===== src/rtl/arith_pkg.sv =====
// Shared types and constants for the adder/multiplier result accumulator.
package arith_pkg;

    typedef enum logic [1:0] {
        IDLE  = 2'd0,
        ACCUM = 2'd1,
        HOLD  = 2'd2
    } state_t;

    localparam logic MODE_ADD  = 1'b1;
    localparam logic MODE_MUL  = 1'b0;
    localparam int   ADD_RES_W = 4;
    localparam int   MUL_RES_W = 6;

endpackage


===== src/rtl/acc_add_unit.sv =====
// Combinational operand select, zero-extend and accumulate step.
// Optional build macro: ACC_SATURATE_EN clamps the accumulator to all-ones
// on carry-out instead of wrapping.
module acc_add_unit
    import arith_pkg::*;
#(
    parameter int ACC_W = 8
) (
    input  logic [ACC_W-1:0] acc,
    input  logic             in_mode,
    input  logic [5:0]       in_data,
    output logic [ACC_W-1:0] acc_next,
    output logic             carry
);

    logic [ACC_W:0] operand;
    logic [ACC_W:0] sum;

    // Adder results are only 4 bits wide; the upper two data bits are dropped.
    always_comb begin
        operand = '0;
        if (in_mode == MODE_ADD) begin
            operand[ADD_RES_W-1:0] = in_data[ADD_RES_W-1:0];
        end else begin
            operand[MUL_RES_W-1:0] = in_data[MUL_RES_W-1:0];
        end
    end

    // One extra bit on the sum exposes the carry-out for overflow tracking.
    always_comb begin
        sum   = {1'b0, acc} + operand;
        carry = sum[ACC_W];
`ifdef ACC_SATURATE_EN
        acc_next = carry ? {ACC_W{1'b1}} : sum[ACC_W-1:0];
`else
        acc_next = sum[ACC_W-1:0];
`endif
    end

endmodule


===== src/rtl/arith_result_accumulator.sv =====
// Burst accumulator for adder/multiplier results with valid/ready output.
// Optional build macro: ACC_SATURATE_EN (saturate instead of wrap).
//
//   state | meaning
//   ------+------------------------------------------------------------
//   IDLE  | waiting for start; len sampled with start
//   ACCUM | accepting result beats until cnt beats have been summed
//   HOLD  | total presented on out_valid until out_ready
module arith_result_accumulator
    import arith_pkg::*;
#(
    parameter int ACC_W = 8,
    parameter int CNT_W = 4
) (
    input  logic             clk,
    input  logic             rst_n,
    input  logic             start,
    input  logic [CNT_W-1:0] len,
    input  logic             in_valid,
    output logic             in_ready,
    input  logic             in_mode,
    input  logic [5:0]       in_data,
    output logic             out_valid,
    input  logic             out_ready,
    output logic [ACC_W-1:0] out_acc,
    output logic             out_ovf,
    output logic             busy
);

    state_t           state;
    state_t           state_nxt;
    logic [ACC_W-1:0] acc;
    logic [ACC_W-1:0] acc_sum;
    logic             carry;
    logic [CNT_W-1:0] cnt;
    logic             ovf;
    logic             beat;
    logic             last_beat;
    logic             launch;

    assign launch    = (state == IDLE) && start;
    assign beat      = (state == ACCUM) && in_valid;
    assign last_beat = beat && (cnt == CNT_W'(1));

    acc_add_unit #(
        .ACC_W (ACC_W)
    ) u_add (
        .acc      (acc),
        .in_mode  (in_mode),
        .in_data  (in_data),
        .acc_next (acc_sum),
        .carry    (carry)
    );

    // State register.
    always_ff @(posedge clk or negedge rst_n) begin
        if (!rst_n) begin
            state <= IDLE;
        end else begin
            state <= state_nxt;
        end
    end

    // Next-state decode; an empty burst goes straight to HOLD.
    always_comb begin
        state_nxt = state;
        case (state)
            IDLE: begin
                if (start) begin
                    state_nxt = (len == '0) ? HOLD : ACCUM;
                end
            end
            ACCUM: begin
                if (last_beat) begin
                    state_nxt = HOLD;
                end
            end
            HOLD: begin
                if (out_ready) begin
                    state_nxt = IDLE;
                end
            end
            default: state_nxt = IDLE;
        endcase
    end

    // Handshake and status outputs decoded from the current state.
    always_comb begin
        in_ready  = 1'b0;
        out_valid = 1'b0;
        busy      = 1'b0;
        case (state)
            ACCUM: begin
                in_ready = 1'b1;
                busy     = 1'b1;
            end
            HOLD: begin
                out_valid = 1'b1;
                busy      = 1'b1;
            end
            default: ;
        endcase
    end

    // Accumulator, remaining-beat counter and sticky overflow flag.
    always_ff @(posedge clk or negedge rst_n) begin
        if (!rst_n) begin
            acc <= '0;
            cnt <= '0;
            ovf <= 1'b0;
        end else if (launch) begin
            acc <= '0;
            cnt <= len;
            ovf <= 1'b0;
        end else if (beat) begin
            acc <= acc_sum;
            cnt <= cnt - CNT_W'(1);
            if (carry) begin
                ovf <= 1'b1;
            end
        end
    end

    assign out_acc = acc;
    assign out_ovf = ovf;

endmodule


===== config.mk =====
export PLATFORM = sky130hd
export DESIGN_NAME = arith_result_accumulator
export DESIGN_NICKNAME = d
export VERILOG_FILES = /design/src/rtl/arith_pkg.sv /design/src/rtl/acc_add_unit.sv /design/src/rtl/arith_result_accumulator.sv
export SDC_FILE = /design/constraint.sdc
export NUM_CORES = 1
export LEC_CHECK = 0
export CORE_AREA = 2 2 49 51
export CTS_CLUSTER_DIAMETER = 50
export DETAILED_ROUTE_END_ITERATION = 8
export DIE_AREA = 0 0 51 53
export GPL_ROUTABILITY_DRIVEN = 0
export PLACE_DENSITY_LB_ADDON = 0.2
export SETUP_SLACK_MARGIN = 0.05
export SYNTH_ARGS = -nofsm -noshare
export SYNTH_HDL_FRONTEND = slang
export SYNTH_SLANG_ARGS = --single-unit

===== constraint.sdc =====
create_clock -name clk -period 2.98 [get_ports clk]
set_input_delay 0.298 -clock clk [delete_from_list [all_inputs] [get_ports clk]]
set_output_delay 0.298 -clock clk [all_outputs]
set_load 0.01 [all_outputs]

# ---- Word level (Yosys, flattened, before mapping)
# Cells that the tools add are included.
dict set report word_totals {
  ff_bits 15
  latch_bits 0
  mem_bits_rw 0
  romBits 0
  in_bits 16
  out_inout_bits 12
  memories 0
}
dict set report op_classes {
  add_sub_neg 2
  mul 0
  n_div 0
  magnitude_cmp 0
  eq_ne 6
  shift 0
  muxes 16
  bitwise 0
  n_reduce_logical 10
}
# operator count
set ops {}
lappend ops {{$mux 8} 2}
lappend ops {{$mux 2} 5}
lappend ops {{$add 8x6->9} 1}
lappend ops {{$mux 4} 2}
lappend ops {{$mux 1} 6}
lappend ops {{$ne 2x2->1 const B} 3}
lappend ops {{$pmux 2 s3} 1}
lappend ops {{$eq 4x1->1 const B} 1}
lappend ops {{$logic_not 4->1} 1}
lappend ops {{$reduce_bool 2->1} 2}
lappend ops {{$sub 4x1->4 const B} 1}
lappend ops {{$logic_and 1x1->1} 3}
lappend ops {{$reduce_and 3->1} 1}
lappend ops {{$eq 2x1->1 const B} 1}
lappend ops {{$eq 2x2->1 const B} 1}
lappend ops {{$logic_not 2->1} 1}
lappend ops {{$reduce_and 2->1} 1}
lappend ops {{$reduce_or 2->1} 1}

# ---- Longest topological paths before layout
# Gate-level depths: netlist of run 1.
dict set report depth {
  ltp_word 5
  mapped_depth 7
}

# ---- Modules after synthesis
# A second synthesis of run 1 with hierarchy kept.
dict set report hier_totals {
  hier_cells 116
  area_unflattened_um2 1029.7
}
# mod instances cells_per_inst area_per_inst_um2
set modules_own_cells {}
lappend modules_own_cells {arith_result_accumulator 1 82 753.2}
lappend modules_own_cells {acc_add_unit 1 34 276.5}

# ---- Worst setup path after synthesis of run 1
# OpenSTA, ideal clock, no wires.
dict set report synth_path {
  kind {reg2reg}
  from {reg acc[0] (netlist: out_acc[0])}
  to {reg acc[6] (netlist: out_acc[6])}
  setup_time_ns 0.101
  t_arrival_ns 1.619
  t_required_ns 2.879
  slack_ns 1.260
  path_stages_with_launch 8
  n_path_buf 0
  cell_sequence {dfrtp_1 > ha_1 > inv_1 > fa_1 > nor2b_4 > o31a_1 > o211a_1 > nor4_1}
}
dict set report synth_between {
  elab_chain_cells 3
}
# item line_no
set synth_rtl {}
lappend synth_rtl {{start, declared} arith_result_accumulator.sv:32} ;# logic [ACC_W-1:0] acc;
lappend synth_rtl {{start signal, assigned} arith_result_accumulator.sv:116} ;# acc <= acc_sum;
lappend synth_rtl {{$add 8x6->9} acc_add_unit.sv:31} ;# sum = {1'b0, acc} + operand;
lappend synth_rtl {{$mux 8} arith_result_accumulator.sv:115} ;# end else if (beat) begin
lappend synth_rtl {{$mux 8} arith_result_accumulator.sv:111} ;# end else if (launch) begin
# Every way passes these cells. The select of a mux whose other input is x is not followed.
# A chain may end at the register's enable or synchronous reset.

# ---- Final worst setup path of run 1
dict set report layout_path {
  from {reg state[1]}
  to {out in_ready}
}
dict set report layout_between {
  elab_chain_cells 2
}
# item line_no
set layout_rtl {}
lappend layout_rtl {{start, declared} arith_result_accumulator.sv:30} ;# state_t state;
lappend layout_rtl {{start signal, assigned} arith_result_accumulator.sv:60} ;# state <= state_nxt;
lappend layout_rtl {{$eq 2x1->1} arith_result_accumulator.sv:92} ;# case (state)
lappend layout_rtl {{$mux 1} arith_result_accumulator.sv:92}
lappend layout_rtl {{end, declared} arith_result_accumulator.sv:20} ;# output logic in_ready,
# Every way passes these cells.

==> flow_summary.yaml, run 1 <==
status:
  run_status: "finished clean"
timing:
  fin_tns_setup_ns: 0
  post-route-min-period_ns: 1.926
  setup-violations-final: 0
  timing.final.hold_violations: 0
  slew_viol_final: 0
  rsz0062_at_grt: "false"
  slew-limit-headroom_pct: 53.35
  final.period_utilization_pct: 64.63
  worstMarginPinSlew_ns: 0.6975
  max_clock_freq_mhz: 519.3
  setup_skew_after_layout_ns: 0.001385
layout:
  multi_input_area_um2: 623.1
  finish.instance_area_um2: 1368
  drive_above_1_share_pct: 4.828
  areaGrowthSynthToFinish_pct: 31.05
  mostFrequentLayoutCells: "clkdlybuf4s50_1 (27), dfrtp_1 (15), ha_1 (11)"
  layout.filler_cells: 188
  most_common_library_cell_in_the_layout_ignoring_fill_and_taps: "clkdlybuf4s50_1"
  num_antenna_cells: 0
  final_nets: 174
  ff_latch_area_um2: 375.4
cts:
  ctsHoldBuffers: 0
  cts_buffers: 3
  tritoncts: "built"
  cts_max_path_buffers: 2
  cts_max_level: 1
  cts.clk_slew.worst_paths_ns: 0.09
  cts.sinks: 15
  cts_setup_buffers: 0
  cts.root.buffer_cell: "clkbuf_4"
  ctsResizeCount: 0
  clk-insertion-delay-late_ns: 0.28
pwr:
  p_leak_uw: 0.0006163
  switching_share_pct: 40.77
  clock_power_share_pct: 10.8
  power_density_nw_per_um2: 787.7
  pwr-share-seq_pct: 31.8
  internal_power_uw: 638.1
  comb_power_share_pct: 57.4
  p_switching_uw: 439.2
  vdd_drop_max_v: 0.0005551
die:
  dieHeight_um: 53
  initial_utilization_pct: 48.57
  core_um2: 2148
  design.portCount: 28
  rows: 17
  chipWidth_um: 51
  floorplan.die_area_um2: 2703
yosys:
  synth_warnings: 0
  syn_nets: 144
  synth_edf_count: 0
  syn-mean-instance-area_um2: 8.996
  yosysUniqueCellTypes: 37
  prevailing_post_synth_register_cell: "dfrtp_1"
  netlist_instances: 116
  ys_ff_latch: 15
  share_of_yosys_cell_area_claimed_by_the_top_area_cell_type_pct: 35.97
  synthDominantAreaCellType: "dfrtp_1"
  synth-async-reset-ratio_pct: 100.0
  yosysSeqAreaShare_pct: 35.97
  synth_area_leaders: "dfrtp_1 (36%), ha_1 (13%), a21oi_1 (4.8%)"
  netlist_area_um2: 1044
global_routing:
  grt_first_pass_wirelength_um: 3857
  met1_usage_pct: 23.66
  initial_antenna_violation_count: 0
  grt_use_met2_pct: 34.42
  overflow: 0
  grt-busiest-layer: "met2"
  total_global_route_track_usage_pct: 19.60
  number_of_global_route_vias_before_repair: 880
  met3_usage_pct: 2.542
  maximum_number_of_pins_on_one_net_before_global_route_repair: 16
setup_path:
  critical_path.max_stage_delay_ns: 0.58
  crit_path_cell_chain: "inv_1 > ha_1 > clkdlybuf4s50_1"
  timing.reg2reg.worst_path_depth: 7
  arrival_ns: 1.63
  crit_path_max_delay_cell_type: "clkdlybuf4s50_1"
  critPathLaunchType: "flip-flop"
  reg2reg_from: "out_acc[0]$_DFFE_PN0P_"
  timing.critical_path.fanout_max: 6
  crit_required_ns: 2.68
  start_to_end_type_of_the_worst_setup_path: "reg -> out"
  worst_setup_path_end_kind: "output port"
  r2r_slack_ns: 1.16
  r2r-end: "out_acc[6]$_DFFE_PN0P_"
drt:
  detailedRoute.firstPassIterationCount: 4
  vias_per_cell: 5.549
  ant_nets: 0
  routedWlPerCell_um: 13.56
  remaining_drcs: 0
  detailedRoute.firstIterationViolations: 35
  totalWireLength_um: 2346
  dr_total_vias: 960
min_path:
  hold_path_class: "in -> async"
placed_design:
  port_bufs: 27
  placed_area_um2: 1341
  hpwlAfterDp_um: 1829
run:
  drv_cap: 0
## cells by family (layout without fill, tap and decap cells)
kind of cell	Yosys count	count (layout)	share of synthesized area [%]
and+or+nand+nor	42	42	20.87
AOI/OAI and AO/OA	28	28	17.39
DFF	15	15	35.97
adders and majority gates	12	12	15.11
buffers and inverters	12	41	4.317
xor gates and xnor gates	4	4	3.358
muxes	3	3	2.998
## final cells by class
type                            instances  area share [%]
Tap cell                               28           2.562
Clock buffer                            4           1.921
Sequential cell                        15           27.45
Timing Repair Buffer                   27           19.76
Multi-Input combinational cell         89           45.56
Inverter                               10           2.745
## metrics by stage
step	setup slack, ns	power (uW)	hold slack (ns)	instances	util [%]
floorplan	1.260	739.1	0.002409	116	-
global placement	0.8880	942.3	0.5334	169	62.43
detailed placement	0.8450	965.1	0.5411	169	62.43
CTS	1.043	1089	0.4422	173	63.66
global route	0.9777	1179	0.4666	173	63.66
finish	1.054	1077	0.4251	173	63.66
## cells in the mapped netlist, types with 2 or more instances
master     n
inv_1     10
clkbuf_1   2
xor2_1     2
nor4_1     4
mux2i_1    2
nand2_1   10
nor2b_1    3
ha_1      11
a21oi_1   10
dfrtp_1   15
nand3_1    4
xnor2_1    2
nand4_1    3
nor2_1    10
o21ai_0    6
## power by group through the flow
stage	logic, uW	clock network (uW)	registers (uW)
after floorplan	392	0	348
after global placement	602	0	340
after detailed placement	618	0	347
after CTS	624	123	342
after global routing	696	130	353
final	618	116	343
## worst max path at each step
stage / startpoint / end / cells after the start
after floorplan: out_acc[0]$_DFFE_PN0P_ / out_acc[6]$_DFFE_PN0P_ / 7
after global placement: in_data[0] / out_acc[4]$_DFFE_PN0P_ / 8
after detailed placement: in_data[0] / out_acc[4]$_DFFE_PN0P_ / 8
after CTS: state[1]$_DFFE_PN0P_ / in_ready / 3
after global routing: state[1]$_DFFE_PN0P_ / in_ready / 3
final: state[1]$_DFFE_PN0P_ / in_ready / 3
## critical path, delay by kind of cell (launching register included)
family | cells | cell delay [ns]
fa+ha+maj | 1 | 0.27
buf+inv | 2 | 0.68
flops | 1 | 0.40
## sequential cells by signal, summed over array words and instances (netlist names)
name and count:
state 2, out_ovf 1, cnt 4, out_acc 8
## layer usage
metal | share of wire, % | vias to the layer above | wire [um]
li1 | - | 475 | -
met1 | 45 | 448 | 1063
met2 | 48 | 33 | 1130
met3 | 5.0 | 4 | 118
met4 | 1.4 | 0 | 34
met5 | 0 | - | 0
Note: power is estimated with default switching activity, not from simulation.
==> run 2, diff against run 1 <==
--- a/config.mk
+++ b/config.mk
@@ -5,10 +5,10 @@
 export SDC_FILE = /design/constraint.sdc
 export NUM_CORES = 1
 export LEC_CHECK = 0
-export CORE_AREA = 2 2 49 51
+export CORE_AREA = 2 2 53 55
 export CTS_CLUSTER_DIAMETER = 50
 export DETAILED_ROUTE_END_ITERATION = 8
-export DIE_AREA = 0 0 51 53
+export DIE_AREA = 0 0 55 57
 export GPL_ROUTABILITY_DRIVEN = 0
 export PLACE_DENSITY_LB_ADDON = 0.2
 export SETUP_SLACK_MARGIN = 0.05
==> constraint.sdc (replaced) <==
create_clock -name clk -period 1.6 [get_ports clk]
set_input_delay 0.16 -clock clk [delete_from_list [all_inputs] [get_ports clk]]
set_output_delay 0.16 -clock clk [all_outputs]
set_load 0.01 [all_outputs]
==> flow_summary.yaml, run 2 (same netlist as run 1, synthesis figures left out) <==
status:
  run_status: "finished with violations"
  failing_checks: "setup timing"
global_routing:
  met1_usage_pct: 25.63
  grt_use_met2_pct: 32.65
  maximum_number_of_pins_on_one_net_before_global_route_repair: 16
  overflow: 0
  total_global_route_track_usage_pct: 19.85
  met3_usage_pct: 2.618
  number_of_global_route_vias_before_repair: 1086
  grt_first_pass_wirelength_um: 4616
  grt-busiest-layer: "met2"
  initial_antenna_violation_count: 0
timing:
  post-route-min-period_ns: 1.660
  whs_ns: 0.1877
  final.period_utilization_pct: 103.8
  max_clock_freq_mhz: 602.3
  setup_skew_after_layout_ns: 0.0005769
  slew_viol_final: 0
  setup-violations-final: 4
  timing.final.hold_violations: 0
  slew-limit-headroom_pct: 71.84
  worstMarginPinSlew_ns: 0.4185
  rsz0062_at_grt: "true"
  setup_slack_ns: -0.06022
pwr:
  vdd_drop_max_v: 0.001186
  total_power_uw: 2440
  p_leak_uw: 0.0007338
  power_density_nw_per_um2: 1525
min_path:
  hold_path_class: "in -> async"
layout:
  num_antenna_cells: 0
  final_nets: 196
  post-route-util_pct: 61.20
  most_common_library_cell_in_the_layout_ignoring_fill_and_taps: "clkdlybuf4s50_1"
  drive_above_1_share_pct: 26.35
  largest_register_ff_count: 8
  finished_layout_cells: 198
  finish.instance_area_um2: 1600
  areaGrowthSynthToFinish_pct: 53.36
  mostFrequentLayoutCells: "clkdlybuf4s50_1 (24), buf_4 (21), dfrtp_1 (15)"
cts:
  ctsHoldBuffers: 0
  tritoncts: "built"
  cts.sinks: 15
  cts.root.buffer_cell: "clkbuf_4"
  cts_max_level: 1
  cts_max_path_buffers: 2
  cts_buffers: 3
  cts.clk_slew.worst_paths_ns: 0.09
  clk-insertion-delay-late_ns: 0.28
die:
  chipWidth_um: 55
  dieHeight_um: 57
  rows: 19
  core_um2: 2615
  floorplan.die_area_um2: 3135
  design.portCount: 28
  initial_utilization_pct: 39.90
placed_design:
  port_bufs: 27
  hpwlAfterDp_um: 1990
  placed_area_um2: 1508
  place.detailed.instances: 193
setup_path:
  arrival_ns: 1.88
  r2r_slack_ns: -0.06
  timing.reg2reg.worst_path_depth: 7
  reg2reg_from: "out_acc[0]$_DFFE_PN0P_"
  crit_required_ns: 1.82
  crit_path_start: "out_acc[0]$_DFFE_PN0P_"
  worst_setup_path_end_kind: "flip-flop"
  critPathLaunchType: "flip-flop"
  critical_path.endpoint: "out_acc[4]$_DFFE_PN0P_"
  start_to_end_type_of_the_worst_setup_path: "reg -> reg"
  r2r-end: "out_acc[4]$_DFFE_PN0P_"
  timing.critical_path.fanout_max: 3
drt:
  ant_nets: 0
  detailedRoute.firstPassIterationCount: 4
  remaining_drcs: 0
  vias_per_cell: 5.338
  detailedRoute.firstIterationViolations: 27
  totalWireLength_um: 2776
  routedWlPerCell_um: 14.02
  dr_total_vias: 1057
run:
  drv_cap: 0
run 2: worst min path at each step:
stage	slack, ns	cells after the start	endpoint	from
after floorplan	-0.14	0	cnt[0]$_DFFE_PN0P_	rst_n
after global placement	0.50	2	out_acc[5]$_DFFE_PN0P_	rst_n
after detailed placement	0.50	2	out_acc[5]$_DFFE_PN0P_	rst_n
after CTS	0.19	2	state[1]$_DFFE_PN0P_	rst_n
after global routing	0.19	2	cnt[3]$_DFFE_PN0P_	rst_n
final	0.19	2	out_acc[7]$_DFFE_PN0P_	rst_n
run 2: worst max-delay path: stages, from the launching register on:
cell and delay [ns]:
dfrtp_1 0.36, ha_2 0.19, inv_2 0.04, fa_2 0.36, nor2b_4 0.14, o21ai_0 0.09, a211o_2 0.31, a21oi_2 0.11
run 2: where the power goes:
group	internal [uW]	switching, uW
logic	861	721
clock network	96.7	123
registers	518	120
run 2: per-layer routing:
metal  wire (um)  share of wire, %  up-vias
li1            -                 -      513
met1        1193                43      509
met2        1436                52       31
met3         112               4.0        4
met4          34               1.2        0
met5           0                 0        -
run 2: layout make-up:
class	count	area [um^2]
Fill cell	229	1015
Multi-Input combinational cell	89	685.7
Timing Repair Buffer	49	436.7
Sequential cell	15	375.4
Tap cell	31	38.79
Inverter	10	37.54
Clock buffer	4	26.28
run 2: timing repair:
item / in CTS / in global routing
pin swaps: 9 / 3
setup endpoints to repair: 12 / 11
buffers inserted: 0 / 1
resized for setup: 14 / 7
run 2: metrics by stage:
step / setup TNS, ns / setup slack, ns
2_1_floorplan: -0.1671 / -0.06425
3_3_place_gp: -1.767 / -0.3078
3_5_place_dp: -2.093 / -0.3788
4_1_cts: -0.1233 / -0.05267
5_1_grt: -0.6796 / -0.1609
6_report: -0.1689 / -0.06022
